**config.mk**
```make
export PLATFORM = sky130hd
export DESIGN_NAME = fp32_mul_round_pack
export DESIGN_NICKNAME = d
export VERILOG_FILES = /design/src/rtl/fp32_mul_round_pack.sv
export SDC_FILE = /design/constraint.sdc
export NUM_CORES = 1
export LEC_CHECK = 0
export BUFFER_PORTS_ARGS = -buffer_cell sky130_fd_sc_hd__buf_4
export CAP_MARGIN = 0
export CORE_MARGIN = 5
export CORE_UTILIZATION = 53
export DETAILED_ROUTE_END_ITERATION = 6
export GPL_TIMING_DRIVEN = 0
export PLACE_DENSITY = 0.91
export SLEW_MARGIN = 40
export SYNTH_ARGS = -nofsm -noshare
export SYNTH_HDL_FRONTEND = slang
export SYNTH_SLANG_ARGS = --single-unit
```
**constraint.sdc**
```tcl
create_clock -name i_clk -period 4.1 [get_ports i_clk]
set_clock_uncertainty 0.1 [all_clocks]
set_input_delay 0.205 -clock i_clk [delete_from_list [all_inputs] [get_ports i_clk]]
set_output_delay 0.205 -clock i_clk [all_outputs]
set_load 0.03 [all_outputs]
```
**src/rtl/fp32_mul_round_pack.sv**
```systemverilog
// Float32 multiply back end: normalizes the 48-bit significand product, rounds to
// nearest-even, saturates/flushes out-of-range exponents and packs the result.
module fp32_mul_round_pack #(
   parameter int EXP_W = 10
) (
   input  logic             i_clk,
   input  logic             i_rst,
   input  logic             i_valid,
   output logic             o_ready,
   input  logic [47:0]      i_product,
   input  logic             i_sign,
   input  logic [EXP_W-1:0] i_exp_sum,
   input  logic             i_is_nan,
   input  logic             i_is_inf,
   input  logic             i_is_zero,
   output logic             o_valid,
   input  logic             i_ready,
   output logic [31:0]      o_data,
   output logic             o_overflow,
   output logic             o_underflow,
   output logic             o_inexact
);

   localparam int XW = EXP_W + 1;
   localparam logic signed [XW-1:0] EXP_ZERO = {XW{1'b0}};
   localparam logic signed [XW-1:0] EXP_ONE  = {{EXP_W{1'b0}}, 1'b1};
   localparam logic signed [XW-1:0] EXP_TOP  = XW'(9'd255);

   logic                 s1_valid_r;
   logic                 s2_valid_r;
   logic                 s1_adv_s;
   logic                 s2_adv_s;

   logic signed [XW-1:0] exp_ext_s;
   logic [22:0]          norm_mant_s;
   logic                 norm_guard_s;
   logic                 norm_sticky_s;
   logic signed [XW-1:0] norm_exp_s;

   logic [22:0]          s1_mant_r;
   logic                 s1_guard_r;
   logic                 s1_sticky_r;
   logic signed [XW-1:0] s1_exp_r;
   logic                 s1_sign_r;
   logic                 s1_nan_r;
   logic                 s1_inf_r;
   logic                 s1_zero_r;

   logic                 round_up_s;
   logic [23:0]          mant_sum_s;
   logic signed [XW-1:0] exp_final_s;
   logic [31:0]          pack_data_s;
   logic                 pack_ov_s;
   logic                 pack_uf_s;
   logic                 pack_inx_s;

   logic [31:0]          s2_data_r;
   logic                 s2_ov_r;
   logic                 s2_uf_r;
   logic                 s2_inx_r;

   // A stage may take new data when it is empty or its content moves on this cycle.
   assign s2_adv_s = !s2_valid_r | i_ready;
   assign s1_adv_s = !s1_valid_r | s2_adv_s;
   assign o_ready  = s1_adv_s;

   // Exponent widened by one bit so the +1 adjustments can never wrap.
   assign exp_ext_s = {i_exp_sum[EXP_W-1], i_exp_sum};

   // Normalize: the product of two 1.x significands lies in [1,4).
   always_comb begin
      norm_mant_s   = i_product[45:23];
      norm_guard_s  = i_product[22];
      norm_sticky_s = |i_product[21:0];
      norm_exp_s    = exp_ext_s;
      if (i_product[47]) begin
         norm_mant_s   = i_product[46:24];
         norm_guard_s  = i_product[23];
         norm_sticky_s = |i_product[22:0];
         norm_exp_s    = exp_ext_s + EXP_ONE;
      end else begin
         norm_mant_s   = i_product[45:23];
         norm_guard_s  = i_product[22];
         norm_sticky_s = |i_product[21:0];
         norm_exp_s    = exp_ext_s;
      end
   end

   // Stage 1 register: normalized fields plus carried sign and special flags.
   always_ff @(posedge i_clk) begin
      if (i_rst) begin
         s1_valid_r  <= 1'b0;
         s1_mant_r   <= 23'h0;
         s1_guard_r  <= 1'b0;
         s1_sticky_r <= 1'b0;
         s1_exp_r    <= EXP_ZERO;
         s1_sign_r   <= 1'b0;
         s1_nan_r    <= 1'b0;
         s1_inf_r    <= 1'b0;
         s1_zero_r   <= 1'b0;
      end else if (s1_adv_s) begin
         s1_valid_r <= i_valid;
         if (i_valid) begin
            s1_mant_r   <= norm_mant_s;
            s1_guard_r  <= norm_guard_s;
            s1_sticky_r <= norm_sticky_s;
            s1_exp_r    <= norm_exp_s;
            s1_sign_r   <= i_sign;
            s1_nan_r    <= i_is_nan;
            s1_inf_r    <= i_is_inf;
            s1_zero_r   <= i_is_zero;
         end
      end
   end

   // Round to nearest-even; a mantissa carry-out leaves zero fraction and bumps the exponent.
   assign round_up_s  = s1_guard_r & (s1_sticky_r | s1_mant_r[0]);
   assign mant_sum_s  = {1'b0, s1_mant_r} + {23'h0, round_up_s};
   assign exp_final_s = s1_exp_r + (mant_sum_s[23] ? EXP_ONE : EXP_ZERO);

   // Result selection: specials first, then overflow, flush-to-zero, normal.
   always_comb begin
      pack_data_s = 32'h0;
      pack_ov_s   = 1'b0;
      pack_uf_s   = 1'b0;
      pack_inx_s  = 1'b0;
      if (s1_nan_r) begin
         pack_data_s = 32'h7FC0_0000;
      end else if (s1_inf_r) begin
         pack_data_s = {s1_sign_r, 8'hFF, 23'h0};
      end else if (s1_zero_r) begin
         pack_data_s = {s1_sign_r, 31'h0};
      end else if (exp_final_s >= EXP_TOP) begin
         pack_data_s = {s1_sign_r, 8'hFF, 23'h0};
         pack_ov_s   = 1'b1;
         pack_inx_s  = 1'b1;
      end else if (exp_final_s <= EXP_ZERO) begin
         pack_data_s = {s1_sign_r, 31'h0};
         pack_uf_s   = 1'b1;
         pack_inx_s  = 1'b1;
      end else begin
         pack_data_s = {s1_sign_r, exp_final_s[7:0], mant_sum_s[22:0]};
         pack_inx_s  = s1_guard_r | s1_sticky_r;
      end
   end

   // Stage 2 register drives the outputs directly and holds them while stalled.
   always_ff @(posedge i_clk) begin
      if (i_rst) begin
         s2_valid_r <= 1'b0;
         s2_data_r  <= 32'h0;
         s2_ov_r    <= 1'b0;
         s2_uf_r    <= 1'b0;
         s2_inx_r   <= 1'b0;
      end else if (s2_adv_s) begin
         s2_valid_r <= s1_valid_r;
         if (s1_valid_r) begin
            s2_data_r <= pack_data_s;
            s2_ov_r   <= pack_ov_s;
            s2_uf_r   <= pack_uf_s;
            s2_inx_r  <= pack_inx_s;
         end
      end
   end

   assign o_valid     = s2_valid_r;
   assign o_data      = s2_data_r;
   assign o_overflow  = s2_ov_r;
   assign o_underflow = s2_uf_r;
   assign o_inexact   = s2_inx_r;

endmodule

```
Word-level counts from Yosys, hierarchy flattened
Cells that the tools add are included. W data, S select, Z words.

Word-level logic and storage cells: 54. Output and inout port bits: 37. Flip-flop bits (word level): 77. Bits of input ports: 66.

Muxes and demuxes: 24. Reductions and logical operators: 6. Bitwise operators: 5. Magnitude comparators: 2. $add $sub $neg: 3.

Operators with widths (count): $mux W31 (4); $mux W32 (1); $add A23 B1 Y24 (1); $mux W23 (1); $reduce_or A23 Y1 (1); $reduce_or A22 Y1 (1); $mux W1 (17); $add A10 B2 Y11 const B (1); $add A11 B2 Y11 (1); $ge A11 B9 Y1 const B (1); $le A11 B1 Y1 const B (1); $mux W11 (1); $or A1 B1 Y1 (4); $reduce_and A2 Y1 (2); $logic_not A1 Y1 (2); $and A1 B1 Y1 (1).

Longest topological paths before layout
Gate-level depths: netlist of the first run.

Depth after elaboration: 11. Depth in mapped cells: 16. Gate-level depth less buffers: 15.

Least setup slack after synthesis of the first run
OpenSTA, ideal clock, no wires.

Kind: register -> register. Start point: register s1_mant_r[0]. End point: register s2_data_r[25], in the netlist o_data[25]. Arrival time: 3.513 ns. Buffers on the path: 0. Data required time: 3.914 ns. Library setup time: 0.086 ns. Setup slack: 0.401 ns. Stages on the path, launching flop included: 16. Clock period less this slack: 3.699 ns. Cell sequence: dfxtp_1 o21a_1 ha_1 nand4_1 or4_4 nor2_2 nand3_1 nor2_1 ha_1 ha_1 nand4_1 nor3_2 xnor2_1 or2b_1 a221o_2 a211oi_1.

Cells in the longest elaborated chain, start to end: 11. Elaborated cells between the ends (all ways): 12. Those cells by class: 2 x add/sub; 2 x order compare; 6 x mux; 2 x bitwise.

Ends and longest elaborated chain: start: declaration (RTL line 40) `logic [22:0] s1_mant_r;`; start signal: assignment (RTL line 104) `s1_mant_r <= norm_mant_s;`; $or A1 B1 Y1 (RTL line 117) `assign round_up_s = s1_guard_r & (s1_sticky_r | s1_mant_r[0]);`; $and A1 B1 Y1 (RTL line 117); $add A23 B1 Y24 (*) (RTL line 118) `assign mant_sum_s = {1'b0, s1_mant_r} + {23'h0, round_up_s};`; $mux W1 (*) (RTL line 119) `assign exp_final_s = s1_exp_r + (mant_sum_s[23] ? EXP_ONE : EXP_ZERO);`; $add A11 B2 Y11 (*) (RTL line 119); $le A11 B1 Y1 (RTL line 137) `end else if (exp_final_s <= EXP_ZERO) begin`; $mux W31 (RTL line 137); $mux W31 (*) (RTL line 133) `end else if (exp_final_s >= EXP_TOP) begin`; $mux W31 (*) (RTL line 131) `end else if (s1_zero_r) begin`; $mux W31 (*) (RTL line 129) `end else if (s1_inf_r) begin`; $mux W32 (*) (RTL line 127) `if (s1_nan_r) begin`; end signal: assignment (RTL line 158) `s2_data_r <= pack_data_s;`; end: declaration (RTL line 57) `logic [31:0] s2_data_r;`.

Every way passes the cells marked *; elsewhere a longest branch is shown, timed or not. A chain may end at the register's enable or synchronous reset.

Worst setup path in the final report of the first run
Start point: register s1_mant_r[0]. End point: register s2_data_r[8], in the netlist o_data[8].

Cells in the longest elaborated chain, start to end: 11. Elaborated cells between the ends (all ways): 12. Those cells by class: 2 x add/sub; 2 x order compare; 6 x mux; 2 x bitwise.

Ends and longest elaborated chain (RTL line): $or A1 B1 Y1 (117); $and A1 B1 Y1 (117); $add A23 B1 Y24 (*) (118); $mux W1 (119); $add A11 B2 Y11 (119); $le A11 B1 Y1 (137); $mux W31 (137); $mux W31 (*) (133); $mux W31 (*) (131); $mux W31 (*) (129); $mux W32 (*) (127).

Marks and branches as above.

==> results of run 1 <==
-- cell type report --
type | count | area [µm²] | area share [%]
plain buffers | 25 | 154 | 2.97
clock buffers | 11 | 141 | 2.73
clock inverters | 4 | 72.6 | 1.40
inverters | 4 | 15.0 | 0.290
multi-input cells | 343 | 2330 | 45.0
flip-flops and latches | 77 | 1540 | 29.8
well taps | 99 | 124 | 2.39
repair buffers | 106 | 796 | 15.4
-- metrics by stage --
| stage | instances | hold WS, ns | power (mW) |
|---|---|---|---|
| after floorplan | 449 | 0.241 | 1.03 |
| after global placement | 650 | 0.339 | 1.15 |
| after detailed placement | 650 | 0.344 | 1.16 |
| after CTS | 665 | 0.00941 | 1.77 |
| after global routing | 669 | 0.0154 | 1.84 |
| final | 669 | 0.00589 | 1.78 |
-- report_power, final --
part / switching, mW / internal [mW] / leakage, nW
Combinational: 0.170 / 0.149 / 1.38
Clock: 0.270 / 0.355 / 0.105
Sequential: 0.0448 / 0.790 / 0.633
-- metal layers --
| metal | global-route usage [%] | wire, µm |
|---|---|---|
| met2 | 37.5 | 5190 |
| met4 | 7.24 | 236 |
| met3 | 5.61 | 768 |
| met1 | 25.6 | 4310 |
| met5 | 0 | 0 |
-- Yosys cell counts, types with 2 or more instances --
| cell | count | area share (%) |
|---|---|---|
| and3_1 | 7 | 1.1 |
| o22ai_1 | 3 | 0.47 |
| nand2_1 | 50 | 4.7 |
| a211oi_2 | 3 | 0.94 |
| o21ai_2 | 20 | 4.4 |
| a31oi_1 | 2 | 0.31 |
| and2_1 | 2 | 0.31 |
| a22o_1 | 2 | 0.44 |
| buf_2 | 2 | 0.25 |
| nor4_1 | 6 | 0.94 |
| nand4_1 | 9 | 1.4 |
| nand3_2 | 2 | 0.50 |
| nor2_1 | 64 | 6.0 |
| clkbuf_8 | 2 | 0.69 |
| a21oi_1 | 10 | 1.2 |
| nand3_1 | 13 | 1.6 |
| clkbuf_1 | 12 | 1.1 |
| xor2_1 | 16 | 3.5 |
| dfxtp_1 | 77 | 38 |
| mux2i_1 | 25 | 6.2 |
| buf_4 | 2 | 0.37 |
| xnor2_1 | 20 | 4.4 |
| a211oi_1 | 38 | 7.1 |
| or3_1 | 2 | 0.31 |
| nor3_1 | 7 | 0.87 |
| ha_1 | 5 | 1.6 |
| o21a_1 | 2 | 0.37 |
| o21ai_1 | 2 | 0.25 |
| buf_1 | 3 | 0.28 |
| nor3_2 | 4 | 1.0 |
| inv_1 | 4 | 0.37 |
| buf_6 | 4 | 1.1 |
-- sequential cells by signal (all words and copies together) (netlist names) --
register,flops
o_inexact,1
o_overflow,1
o_data,32
s1_nan_r,1
o_underflow,1
s1_mant_r,23
s1_valid_r,1
s1_inf_r,1
s1_guard_r,1
s1_exp_r,11
s1_sticky_r,1
s1_zero_r,1
s1_sign_r,1
o_valid,1
-- logic make-up (layout without fill, tap and decap cells) --
| family | Yosys count | in the layout |
|---|---|---|
| flip-flops | 77 | 77 |
| buffers and inverters | 29 | 150 |
| AO/OA/AOI/OAI | 90 | 90 |
| multiplexers | 27 | 27 |
| adder cells (fa/ha/maj) | 5 | 5 |
| AND/OR/NAND/NOR | 185 | 185 |
| XOR/XNOR | 36 | 36 |
-- placed cells by master (no fill, tap or decap), types with 2 or more instances in the layout --
cell type	count
a211oi_1	38
a211oi_2	3
a21oi_1	10
a22o_1	2
a31oi_1	2
and2_1	2
and3_1	7
buf_1	3
buf_2	2
buf_4	108
buf_6	4
bufinv_16	2
clkbuf_1	13
clkbuf_8	12
dfxtp_1	76
ha_1	2
ha_4	2
inv_1	4
mux2i_1	25
nand2_1	50
nand3_1	13
nand3_2	2
nand4_1	9
nor2_1	63
nor3_1	7
nor3_2	4
nor4_1	6
o21a_1	2
o21ai_1	2
o21ai_2	20
o22ai_1	3
or3_1	2
xnor2_1	20
xor2_1	16
-- worst register-to-register path, stage by stage, from the launching register on --
cell and delay [ns]:
dfxtp_1 0.37, o21a_1 0.14, ha_2 0.21, nand4_1 0.14, or4_4 0.55, nor2_4 0.17
nand3_1 0.15, nor2_2 0.19, ha_4 0.19, ha_4 0.16, nand4_1 0.12, buf_4 0.17
nor3b_2 0.21, a211oi_2 0.08, a211oi_2 0.39, nand3_2 0.18, buf_6 0.21, o21ai_2 0.15
-- final timing paths --
| check | start | end | slack [ns] | depth (start not counted) |
|---|---|---|---|---|
| worst min-delay path | i_is_nan | s1_nan_r$_SDFFE_PP0P_ | 0.006 | 3 |
| worst min register to register | o_data[17]$_SDFFE_PP0P_ | o_data[17]$_SDFFE_PP0P_ | 0.36 | 2 |
| worst max register to register | s1_mant_r[0]$_SDFFE_PP0P_ | o_data[8]$_SDFFE_PP0P_ | 0.16 | 17 |
| worst max-delay path | s1_mant_r[0]$_SDFFE_PP0P_ | o_data[8]$_SDFFE_PP0P_ | 0.16 | 17 |
-- timing repair --
item | CTS | global route
pin swaps | 1 | 6
setup buffers | 0 | 4
gates resized for setup | 2 | 6
setup endpoints to repair | 12 | 32
cloned | 0 | 0
==> impl_metrics.toml, run 1 <==
[outcome]
outcome = "finished, final reports clean"

[worst_setup_path]
cp_top_family = "simple AND/OR/NAND/NOR gates"
endpoint_kind = "register"
crit_type = "register to register"
start_kind = "register"
arrival_ns = 4.13
slowest_delay_ns = 0.55
critPathRequiredTime_ns = 4.29
cp_max_fo = 10
cp_num_buf_inv = 2
cp_slowest_cell = "or4_4"
crit_chain = "o21a_1, ha_2, nand4_1, or4_4, nor2_4, nand3_1, nor2_2, ha_4, ha_4, nand4_1, buf_4, nor3b_2, a211oi_2, a211oi_2, nand3_2, buf_6, o21ai_2"

[final_layout]
utilization_pct = 71.0
stdcell_area_um2 = 5180
syn_to_final_growth_pct = 29.2
nets = 637
final_layout_size_suffix_gt1_share_pct = 31.6
diodes = 0
fillers = 567

[routing]
routed_wl_um = 10500
firstDrtPassIters = 4
drt_iter0_drc = 147
post-route-drc-count = 0
vias = 3724
avgRoutedWirePerCell_um = 15.7
vias_per_cell = 5.57
ant_nets = 0

[clock_network]
numClockSinks = 77
cts-root-buf = "clkbuf_8"
hold_buffers = 0
path_clk_slew_ns = 0.08
clock_latency_ns = 0.35
cts_inserted_buffers = 9
cts_max_path_buffers = 2
cts_tree = "done"
htreeDepth = 3

[placement]
gp_congestion = 0.864
pre_cts_ws_ns = -0.113
numPortBuffers = 102
hpwl_um = 8160
postPlaceCellArea_um2 = 4900

[global_routing]
grt_antenna_before_repair = 0
grt_pass1_vias = 3733
grt_pass1_wl_um = 17000
gr-total-overflow = 0
grt_max_degree = 13
grt.total_usage_pct = 21.5

[timing]
setup_violations = 0
maxSlewViolCount = 0
setup_slack_ns = 0.159
finalHoldViolCount = 0
fin_crit_sh_pct = 96.1
period_minus_slack_ns = 3.94
fmax_ghz = 0.254
relSlewSlack_pct = 65.2
setup_tns_ns = 0
tightest_slew_ns = 0.522

[synth]
synthCells = 449
ys_async_sr_fraction_pct = 0
synth_compound_area_share_pct = 17.4
synth_cell_types = 61
yosys_most_used_dff = "dfxtp_1"
ys_seq_area_share_pct = 38.5
synth_top_family_by_area = "simple AND/OR/NAND/NOR gates"
synthSimpleGateAreaFrac_pct = 23.6
yosys.area_share.adder_pct = 1.56
synth-seq-cells = 77
syn_avg_cell_area_um2 = 8.93
synth_edf_count = 0
yosys_warnings = 0
muxShareOfSynthArea_pct = 6.87
synth_area_um2 = 4010
synthXorXnorAreaFrac_pct = 7.87
synth_nets = 520

[pwr]
pwr_density_cell_nw_per_um2 = 344
ir_drop_uv = 203
leakage_nw = 2.12

[job]
drv_cap = 0

[die]
num_rows = 31
core_um2 = 7290
die_w_um = 97.0
die_area_um2 = 9400
initial_utilization_pct = 55.0
io_pins = 103
die_y_um = 97.0

[min_path]
hold_path_class = "input port to register"
Power figures use the tool's default switching activity.
==> inputs of run 2 (changes only) <==
Settings changed: REMOVE_ABC_BUFFERS from default to 1, SLEW_MARGIN 40 to 0.
==> impl_metrics.toml, run 2 (synthesis results as in run 1) <==
[pwr]
pwr_density_cell_nw_per_um2 = 348
ir_drop_uv = 181
leakage_nw = 2.07

[timing]
tightest_slew_ns = 0.846
relSlewSlack_pct = 43.5
fin_crit_sh_pct = 95.2
setup_slack_ns = 0.196
fmax_ghz = 0.256
setup_tns_ns = 0
setup_violations = 0
finalHoldViolCount = 0
period_minus_slack_ns = 3.90
maxSlewViolCount = 0

[worst_setup_path]
crit_type = "register to register"
critPathRequiredTime_ns = 4.26
cp_num_buf_inv = 0
arrival_ns = 4.07
cp_top_family = "simple AND/OR/NAND/NOR gates"
endpoint_kind = "register"
start_kind = "register"
slowest_delay_ns = 0.60
cp.depth = 15
cp_max_fo = 7
crit_chain = "o21a_1, ha_2, nand4_1, or4_4, nor2_4, nand3_1, nor2_2, ha_4, ha_4, nand4_1, nor3_2, xnor2_1, or2b_1, a221o_2, nor3_2"
rr_worst_depth = 15
cp_slowest_cell = "or4_4"

[final_layout]
final_layout_size_suffix_gt1_share_pct = 32.4
syn_to_final_growth_pct = 27.8
final_common_cell = "buf_4"
fillers = 590
largest_register_ffs = 32
layout_common_cells = "106 x buf_4, 74 x dfxtp_1, 62 x nor2_1, 50 x nand2_1, 37 x a211oi_1"
diodes = 0
nets = 615

[global_routing]
grt_pass1_vias = 3506
gr-total-overflow = 0
grt_antenna_before_repair = 0
grt_pass1_wl_um = 15900
grt_max_degree = 51
grt.total_usage_pct = 20.0

[routing]
ant_nets = 0
vias_per_cell = 5.53
avgRoutedWirePerCell_um = 15.0
vias = 3585
drt_iter0_drc = 127
post-route-drc-count = 0
firstDrtPassIters = 4
routed_wl_um = 9720

[job]
drv_cap = 0

[placement]
numPortBuffers = 102
gp_congestion = 0.870
hpwl_um = 7330
pre_cts_ws_ns = -0.455

[clock_network]
htreeDepth = 3
cts-root-buf = "clkbuf_8"
cts_tree = "done"
cts_max_path_buffers = 2
path_clk_slew_ns = 0.08
cts_inserted_buffers = 9
clock_latency_ns = 0.34
numClockSinks = 77

[min_path]
min_path_cells = 3
hold_path_class = "input port to register"

[die]
core_um2 = 7290
die_w_um = 97.0
initial_utilization_pct = 55.0
die_y_um = 97.0
io_pins = 103
num_rows = 31
die_area_um2 = 9400

[outcome]
outcome = "finished, final reports clean"
[run 2: cell types whose count changed in the layout (fill, tap and decap cells not counted), moves of 2 or more]
cell | before | now
buf_4 | 108 | 106
buf_1 | 3 | 0
dfxtp_2 | 1 | 3
clkbuf_1 | 13 | 2
buf_6 | 4 | 1
buf_2 | 2 | 0
dfxtp_1 | 76 | 74
nand3_4 | 0 | 2
[run 2: power by group]
group          switching (mW)  internal, mW  total (mW)
combinational           0.157         0.140       0.298
sequential             0.0517         0.791       0.842
clock                   0.265         0.377       0.642
total                   0.474          1.31        1.78
[run 2: metal layers]
| metal | part of all wire [%] | vias to the layer above | global-route usage [%] |
|---|---|---|---|
| li1 | - | 1800 | - |
| met1 | 40 | 1656 | 23.0 |
| met2 | 52 | 110 | 36.6 |
| met3 | 5.3 | 19 | 3.60 |
| met4 | 2.2 | 0 | 7.78 |
| met5 | 0 | - | 0 |
[run 2: stage by stage]
step           instance area (µm²)  hold slack [ns]  util [%]  power (mW)  std cells
2_1_floorplan                 3850            0.174         -        1.02        424
3_3_place_gp                  4740            0.338      65.0        1.13        625
3_5_place_dp                  4790            0.347      65.6        1.14        627
4_1_cts                       5060           0.0113      69.4        1.78        644
5_1_grt                       5120           0.0272      70.2        1.86        648
6_report                      5120           0.0166      70.2        1.78        648
[run 2: timing repair]
| action | CTS | global route |
|---|---|---|
| gates cloned | 1 | 0 |
| pin swaps | 2 | 7 |
| gates resized for setup | 8 | 7 |
| endpoints found under the setup margin | 29 | 32 |
| buffers inserted | 0 | 4 |
| hold buffers | 0 | 0 |
[run 2: cell type report]
type / count / area, µm² / area share, %
clock buffer: 13 / 159 / 3.10
clock inverter: 3 / 67.6 / 1.32
inverter: 4 / 15.0 / 0.293
multi-input combinational: 344 / 2380 / 46.5
sequential: 77 / 1550 / 30.2
tap: 99 / 124 / 2.42
timing repair buffer: 108 / 827 / 16.1
[run 2: worst reg2reg max path, cell delays in order, from the launching register on]
cell     delay (ns)
dfxtp_2        0.35
o21a_1         0.13
ha_2           0.19
nand4_1        0.11
or4_4          0.60
nor2_4         0.13
nand3_1        0.13
nor2_2         0.17
ha_4           0.18
ha_4           0.17
nand4_1        0.17
nor3_2         0.31
xnor2_1        0.19
or2b_1         0.26
a221o_2        0.44
nor3_2         0.20
[run 2: path summary, 6_finish.rpt]
| check | from | end | slack, ns |
|---|---|---|---|
| min reg2reg | o_data[31]$_SDFFE_PP0P_ | o_data[31]$_SDFFE_PP0P_ | 0.36 |
| max | s1_mant_r[0]$_SDFFE_PP0P_ | o_data[29]$_SDFFE_PP0P_ | 0.20 |
| max reg2reg | s1_mant_r[0]$_SDFFE_PP0P_ | o_data[29]$_SDFFE_PP0P_ | 0.20 |
| min | i_sign | s1_sign_r$_SDFFE_PP0P_ | 0.02 |
==> inputs of run 3 (changes only) <==
Settings changed: CORE_UTILIZATION 53 to 50, PLACE_DENSITY 0.91 to 0.87.
==> impl_metrics.toml, run 3 (synthesis results as in run 1) <==
[outcome]
outcome = "finished, final reports clean"

[clock_network]
cts_tree = "done"
clock_latency_ns = 0.35
path_clk_slew_ns = 0.08
cts_inserted_buffers = 9
cts-root-buf = "clkbuf_8"
hold_buffers = 0
cts_max_path_buffers = 2
htreeDepth = 3
numClockSinks = 77

[final_layout]
fillers = 647
diodes = 0
layout_common_cells = "104 x buf_4, 77 x dfxtp_1, 61 x nor2_1, 50 x nand2_1, 37 x a211oi_1"
stdcell_area_um2 = 5100
final_common_cell = "buf_4"
largest_register_ffs = 32
syn_to_final_growth_pct = 27.4
nets = 612
final_layout_size_suffix_gt1_share_pct = 32.1
instances_no_fill = 647

[worst_setup_path]
rrSetupSlack_ns = 0.22
endpoint_kind = "register"
cp_slowest_cell = "or4_4"
critPathRequiredTime_ns = 4.27
crit_chain = "o21a_1, ha_2, nand4_1, or4_4, nor2_4, nand3_2, nor2_4, ha_4, ha_4, nand4_1, nor3_2, xnor2_1, or2b_1, a221o_2, a211oi_1"
cp_num_buf_inv = 0
cp_max_fo = 7
r2r-start = "s1_sticky_r$_SDFFE_PP0P_"
crit_type = "register to register"
cp_top_family = "simple AND/OR/NAND/NOR gates"
slowest_delay_ns = 0.55
start_kind = "register"
r2r_end = "o_data[26]$_SDFFE_PP0P_"
arrival_ns = 4.05
rr_worst_depth = 15

[placement]
gp_congestion = 0.853
postPlaceCellArea_um2 = 4780
numPortBuffers = 102
hpwl_um = 7190
pre_cts_ws_ns = -0.437
dp.cells = 629

[routing]
vias = 3555
post-route-drc-count = 0
routed_wl_um = 9870
drt_iter0_drc = 137
avgRoutedWirePerCell_um = 15.2
ant_nets = 0
vias_per_cell = 5.49
firstDrtPassIters = 4

[pwr]
leakage_nw = 2.06
pwr_density_cell_nw_per_um2 = 344
ir_drop_uv = 170

[die]
die_area_um2 = 9910
num_rows = 32
io_pins = 103
initial_utilization_pct = 51.6
die_w_um = 99.5
die_y_um = 99.5
core_um2 = 7770

[timing]
setup_violations = 0
relSlewSlack_pct = 37.1
fin_crit_sh_pct = 94.6
tightest_slew_ns = 0.943
fmax_ghz = 0.258
setup_slack_ns = 0.221
period_minus_slack_ns = 3.88
rsz0062_at_grt = "no"
maxSlewViolCount = 0
finalHoldViolCount = 0

[job]
drv_cap = 0

[global_routing]
grt_pass1_wl_um = 16300
grt_antenna_before_repair = 0
gr-total-overflow = 0
grt.total_usage_pct = 20.1
grt_pass1_vias = 3490
grt_max_degree = 51

[min_path]
min_to = "s1_nan_r$_SDFFE_PP0P_"
hold_path_class = "input port to register"
holdCritStartpoint = "i_is_nan"
min_path_cells = 3
## run 3: power breakdown
group / internal [mW] / leakage, nW / switching, mW / total, mW
sequential: 0.790 / 0.633 / 0.0537 / 0.844
combinational: 0.140 / 1.32 / 0.158 / 0.298
clock: 0.340 / 0.103 / 0.275 / 0.615
total: 1.27 / 2.06 / 0.487 / 1.76
## run 3: repair_timing
item,CTS,global route
buffers inserted,1,1
pin swaps,2,2
resized for setup,6,11
endpoints found under the setup margin,29,33
cloned,1,0
## run 3: layout make-up
| cell class | instances | area [µm²] | share of cell area [%] |
|---|---|---|---|
| Clock buffer | 11 | 131 | 2.57 |
| Clock inverter | 4 | 73.8 | 1.45 |
| Inverter | 4 | 15.0 | 0.294 |
| Multi-Input combinational cell | 344 | 2410 | 47.3 |
| Sequential cell | 77 | 1540 | 30.2 |
| Tap cell | 102 | 128 | 2.50 |
| Timing Repair Buffer | 105 | 801 | 15.7 |
## run 3: per-stage QoR
step	total power, mW	hold WS (ns)	setup TNS (ns)	util (%)
2_1_floorplan	1.02	0.174	0	-
3_3_place_gp	1.13	0.338	-29.22	61.1
3_5_place_dp	1.14	0.343	-9.50	61.5
4_1_cts	1.75	0.00230	0	64.8
5_1_grt	1.82	0.00223	0	65.7
6_report	1.76	0.00840	0	65.7
## run 3: worst max path at each step
stage                             start                       end  slack (ns)  cells past startpoint
2_1_floorplan      o_valid$_SDFFE_PP0P_  s1_sticky_r$_SDFFE_PP0P_        0.16                      5
3_5_place_dp    s1_guard_r$_SDFFE_PP0P_   o_data[14]$_SDFFE_PP0P_       -0.44                     15
6_report       s1_sticky_r$_SDFFE_PP0P_   o_data[26]$_SDFFE_PP0P_        0.22                     15
5_1_grt        s1_sticky_r$_SDFFE_PP0P_   o_data[26]$_SDFFE_PP0P_        0.01                     15
3_3_place_gp       o_valid$_SDFFE_PP0P_  s1_sticky_r$_SDFFE_PP0P_       -0.73                      5
4_1_cts        s1_sticky_r$_SDFFE_PP0P_   o_data[25]$_SDFFE_PP0P_        0.02                     15
## run 3: worst min-delay path, cell delays in order
cell	delay, ns
buf_4	0.11
nand2_1	0.05
a21oi_1	0.05
## run 3: metal layers
| layer | vias to the layer above | routed length (µm) | global-route usage (%) |
|---|---|---|---|
| met2 | 113 | 5010 | 34.7 |
| met4 | 0 | 218 | 9.24 |
| met3 | 18 | 472 | 2.88 |
| met5 | - | 0 | 0 |
| met1 | 1635 | 4170 | 24.6 |
| li1 | 1789 | - | - |
